## config.mk

```make
export PLATFORM = sky130hd
export DESIGN_NAME = mem_port_arbiter
export DESIGN_NICKNAME = d
export VERILOG_FILES = /design/src/rtl/mem_port_arbiter.sv
export SDC_FILE = /design/constraint.sdc
export NUM_CORES = 1
export LEC_CHECK = 0
export CORE_UTILIZATION = 40
export DETAILED_ROUTE_END_ITERATION = 8
export PLACE_DENSITY = 0.86
export SYNTH_ARGS = -nofsm -noshare
export SYNTH_HDL_FRONTEND = slang
export SYNTH_SLANG_ARGS = --single-unit
```

## constraint.sdc

```tcl
create_clock -name clk -period 5.45 [get_ports clk]
set_clock_uncertainty 0.15 [all_clocks]
set_input_delay 1.09 -clock clk [delete_from_list [all_inputs] [get_ports clk]]
set_output_delay 1.09 -clock clk [all_outputs]
set_load 0.005 [all_outputs]
```

## src/rtl/mem_port_arbiter.sv

```systemverilog
// mem_port_arbiter: serialises the instruction-fetch and data load/store
// ports onto one single-ported, variable-latency physical memory interface.
// Data requests win by default because they belong to the older instruction.
// Optional build macro ARB_STARVE_GUARD_EN: after STARVE_LIMIT consecutive
// data grants with a fetch waiting, the next grant goes to the fetch.
module mem_port_arbiter #(
  parameter int unsigned STARVE_LIMIT = 3
) (
  input  logic        clk,
  input  logic        rst,
  input  logic        inst_mem_read,
  input  logic [31:0] inst_mem_address,
  output logic [31:0] inst_mem_rdata,
  output logic        inst_mem_resp,
  input  logic        data_mem_read,
  input  logic        data_mem_write,
  input  logic [3:0]  mem_byte_enable,
  input  logic [31:0] data_mem_address,
  input  logic [31:0] data_mem_wdata,
  output logic [31:0] data_mem_rdata,
  output logic        data_mem_resp,
  output logic        pmem_read,
  output logic        pmem_write,
  output logic [3:0]  pmem_byte_enable,
  output logic [31:0] pmem_address,
  output logic [31:0] pmem_wdata,
  input  logic [31:0] pmem_rdata,
  input  logic        pmem_resp
);

  typedef enum logic [1:0] {IDLE, INST, DATA, RESP} state_t;

  state_t state;
  logic   force_inst;
  logic   grant_data;
  logic   grant_inst;

`ifdef ARB_STARVE_GUARD_EN
  localparam int unsigned CW = $clog2(STARVE_LIMIT + 2);
  localparam logic [CW-1:0] LIMIT = CW'(STARVE_LIMIT);

  logic [CW-1:0] starve_cnt;

  assign force_inst = inst_mem_read && (starve_cnt == LIMIT);

  // Count data grants made while a fetch waits; saturates at the limit.
  always_ff @(posedge clk or posedge rst) begin
    if (rst) begin
      starve_cnt <= '0;
    end else if (state == IDLE) begin
      if (grant_data) begin
        if (!inst_mem_read) begin
          starve_cnt <= '0;
        end else if (starve_cnt != LIMIT) begin
          starve_cnt <= starve_cnt + 1'b1;
        end
      end else if (grant_inst) begin
        starve_cnt <= '0;
      end
    end
  end
`else
  logic unused_starve_limit;

  assign force_inst          = 1'b0;
  assign unused_starve_limit = ^STARVE_LIMIT;
`endif

  assign grant_data = (data_mem_read || data_mem_write) && !force_inst;
  assign grant_inst = inst_mem_read && !grant_data;

  // Arbitration FSM; the pmem_* registers double as the transaction latch.
  always_ff @(posedge clk or posedge rst) begin
    if (rst) begin
      state            <= IDLE;
      pmem_read        <= 1'b0;
      pmem_write       <= 1'b0;
      pmem_byte_enable <= '0;
      pmem_address     <= '0;
      pmem_wdata       <= '0;
      inst_mem_rdata   <= '0;
      data_mem_rdata   <= '0;
      inst_mem_resp    <= 1'b0;
      data_mem_resp    <= 1'b0;
    end else begin
      inst_mem_resp <= 1'b0;
      data_mem_resp <= 1'b0;
      case (state)
        IDLE: begin
          if (grant_data) begin
            state            <= DATA;
            // read+write together is treated as a store
            pmem_write       <= data_mem_write;
            pmem_read        <= !data_mem_write;
            pmem_address     <= data_mem_address;
            pmem_wdata       <= data_mem_wdata;
            pmem_byte_enable <= data_mem_write ? mem_byte_enable : '1;
          end else if (grant_inst) begin
            state            <= INST;
            pmem_read        <= 1'b1;
            pmem_write       <= 1'b0;
            pmem_address     <= inst_mem_address;
            pmem_wdata       <= '0;
            pmem_byte_enable <= '1;
          end
        end
        INST: begin
          if (pmem_resp) begin
            state          <= RESP;
            pmem_read      <= 1'b0;
            pmem_write     <= 1'b0;
            inst_mem_resp  <= 1'b1;
            inst_mem_rdata <= pmem_rdata;
          end
        end
        DATA: begin
          if (pmem_resp) begin
            state         <= RESP;
            pmem_read     <= 1'b0;
            pmem_write    <= 1'b0;
            data_mem_resp <= 1'b1;
            if (!pmem_write) begin
              data_mem_rdata <= pmem_rdata;
            end
          end
        end
        RESP: begin
          state <= IDLE;
        end
        default: begin
          state <= IDLE;
        end
      endcase
    end
  end

endmodule

```

==> results.toml <==
[sta]
tightest_slew_ns = 1.21
period_share_pct = 51.9
setup_viol = 0
fmax_ghz = 0.354
relSlewSlack_pct = 18.8
hold_slack_ns = 0.327
post-route-min-period_ns = 2.83
maxSlewViolCount = 0
rsz0062_at_grt = "no"
tns_ns = 0
hold_viol = 0

[setup_path]
setup.worst_path.end = "pmem_wdata[18]"
timing.rr.end = "pmem_wdata[18]"
path_cells = "clkdlybuf4s50_1, nor2_4, nor2b_2, a22o_1"
critPathArrivalTime_ns = 3.02
endpoint_kind = "register"
cp_data_required_time_ns = 5.64
r2r-start = "state[0]"
cp_top_family = "simple AND/OR/NAND/NOR gates"
criticalPathCategory = "in -> reg"
cpPeakStageDelay_ns = 0.93
cp_num_buf_inv = 1
cp_slowest_cell = "nor2b_2"
start_kind = "primary input"
reg2reg_setup_slack_ns = 3.08
path_depth = 4
reg2reg_depth = 4
crit_start = "data_mem_write"
worst-path-max-fanout = 32

[detailed_routing]
drtIter0Drc = 189
avgViaCountPerCell = 4.89
wl_um = 14000
vias = 4148
drc = 0
drt-pass1-iter-count = 4
wire_per_inst_um = 16.5
ant_nets = 0

[logic_synthesis]
synth_warnings = 0
yosysTopAreaCellShare_pct = 63.0
yosysMostFrequentCell = "dfrtp_1"
synth_async_sr_flop_share_pct = 100
synth_seq_area_share_pct = 63.0
synthCells = 389
yosys_most_used_dff = "dfrtp_1"
syn_avg_cell_area_um2 = 14.1
synth_nets = 532
synthesis.area_mm2 = 0.00548
synth.area.top_cells = "dfrtp_1 (63%), mux2_2 (13%), mux2i_1 (6.2%), a22o_1 (5.1%), o21ai_0 (2.7%)"
yosysTopAreaCell = "dfrtp_1"
synth_seq_cells = 138
synth_cell_type_count = 24
synth_edf_count = 0
synth.top_cells.by_count = "dfrtp_1 (138), mux2_2 (65), mux2i_1 (34), nand2_1 (34), a22o_1 (32)"

[global_route]
grt_pass1_vias = 4418
grt-ovfl-total = 0
grt_first_pass_wirelength_um = 22500
track_usage_pct = 20.7
antenna_found_initial = 0
grt_max_degree = 101

[hold_path]
hp-start = "pmem_address[23]"
min_path_type = "reg -> reg"

[clock_network]
clkLatencyLatePin_ns = 0.41
clockRootBuffer = "clkbuf_16"
cts_buffers = 17
cts_hold_buf = 0
cts_buffer_depth = 2
cts_resized = 0
cts_tree = "done"
clkSinkCount = 138
post-cts-setup-buffers = 0
clkTransAtPathRegs_ns = 0.06
cts_max_level = 4

[layout]
fin_area_mm2 = 0.00890
area_growth_pct = 62.3
n_antenna_cell = 0
drive_gt1_share_pct = 15.2
final_util_pct = 66.9
layout.nets = 803

[floorplan]
rows = 42
die_x_um = 119
start_util_pct = 41.2
core_area_mm2 = 0.0133
fp.dieH_um = 119
die_area_mm2 = 0.0142
num_io_pins = 274

[power]
internal_power_uw = 3580
power_frac_seq_pct = 36.2
p_sw_share_pct = 28.0
power_frac_clock_pct = 22.3
p_leak_uw = 0.00380
p_per_area_mw_per_mm2 = 559
switching_power_uw = 1390
combinationalPowerShare_pct = 41.6
power.total_uw = 4970
peakVddDrop_mv = 0.252

[status]
outcome = "finished, final reports clean"

[flow_run]
drv_cap = 0

[placement]
dpl_cell_area_mm2 = 0.00832
hpwlAfterDp_um = 10100
buffer_ports.inserted = 273
gp_congestion = 0.740
## state kept, by name (all words and copies together), names as in the netlist
signal	cells
pmem_byte_enable	4
inst_mem_resp	1
state	2
data_mem_rdata	32
pmem_address	32
data_mem_resp	1
inst_mem_rdata	32
pmem_wdata	32
pmem_write	1
pmem_read	1
## worst min-delay path: cells and delay by family (launching register included)
kind            cells  cell delay, ns
flops               1            0.34
compound gates      1            0.06
simple gates        1            0.05
## kinds of logic (layout without fill, tap and decap cells)
family	after synthesis	count (layout)	share of synthesized area, %
mux	101	101	20.0
compound gates	72	72	9.38
fa+ha+maj	5	5	1.14
flops	138	138	63.0
buf+inv	29	313	3.04
simple gates	44	44	3.45
## worst min-delay path by stage
stage                                  end  slack [ns]  cells after the start
after floorplan            pmem_address[0]        0.32                      2
after global placement    pmem_address[25]        0.31                      2
after detailed placement  pmem_address[23]        0.32                      2
after CTS                 pmem_address[23]        0.33                      2
after global routing      pmem_address[21]        0.36                      2
final                     pmem_address[23]        0.33                      2
## cells in the final DEF (no fill, tap or decap), types with 5 or more instances in the layout
cell type,synthesis,layout
o21ai_0,30,30
mux2_2,65,65
nand2_1,34,34
a22o_1,32,32
dfrtp_1,138,138
clkbuf_16,0,17
ha_1,5,5
clkdlybuf4s50_1,0,273
clkinv_2,0,5
mux2i_1,34,34
## power groups by stage
stage | sequential, uW | clock (uW) | combinational, uW
after floorplan | 1820 | 0 | 807
after global placement | 1780 | 0 | 2020
after detailed placement | 1810 | 0 | 2090
after CTS | 1800 | 1130 | 2100
after global routing | 1860 | 1180 | 2240
final | 1800 | 1110 | 2070
## metal layers
metal  global-route usage, %  vias up  wire length (um)
li1                        -     1923                 -
met3                    6.23       30               896
met5                       0        -                 0
met1                    23.5     2016              5580
met4                    9.65        0               363
met2                    35.6      179              7190
## cell type report
class,count,area (um2)
clock buffer,24,482
clock inverter,8,92.6
fill,950,4400
inverter,4,20.0
multi-input combinational,222,1870
sequential,138,3450
tap,176,220
timing repair buffer,277,2760
## stage by stage
step,setup slack [ns],cells
floorplan,0.514,389
global placement,2.30,817
detailed placement,2.18,817
CTS,2.60,849
global route,2.52,849
finish,2.62,849
Power figures use the tool's default switching activity.
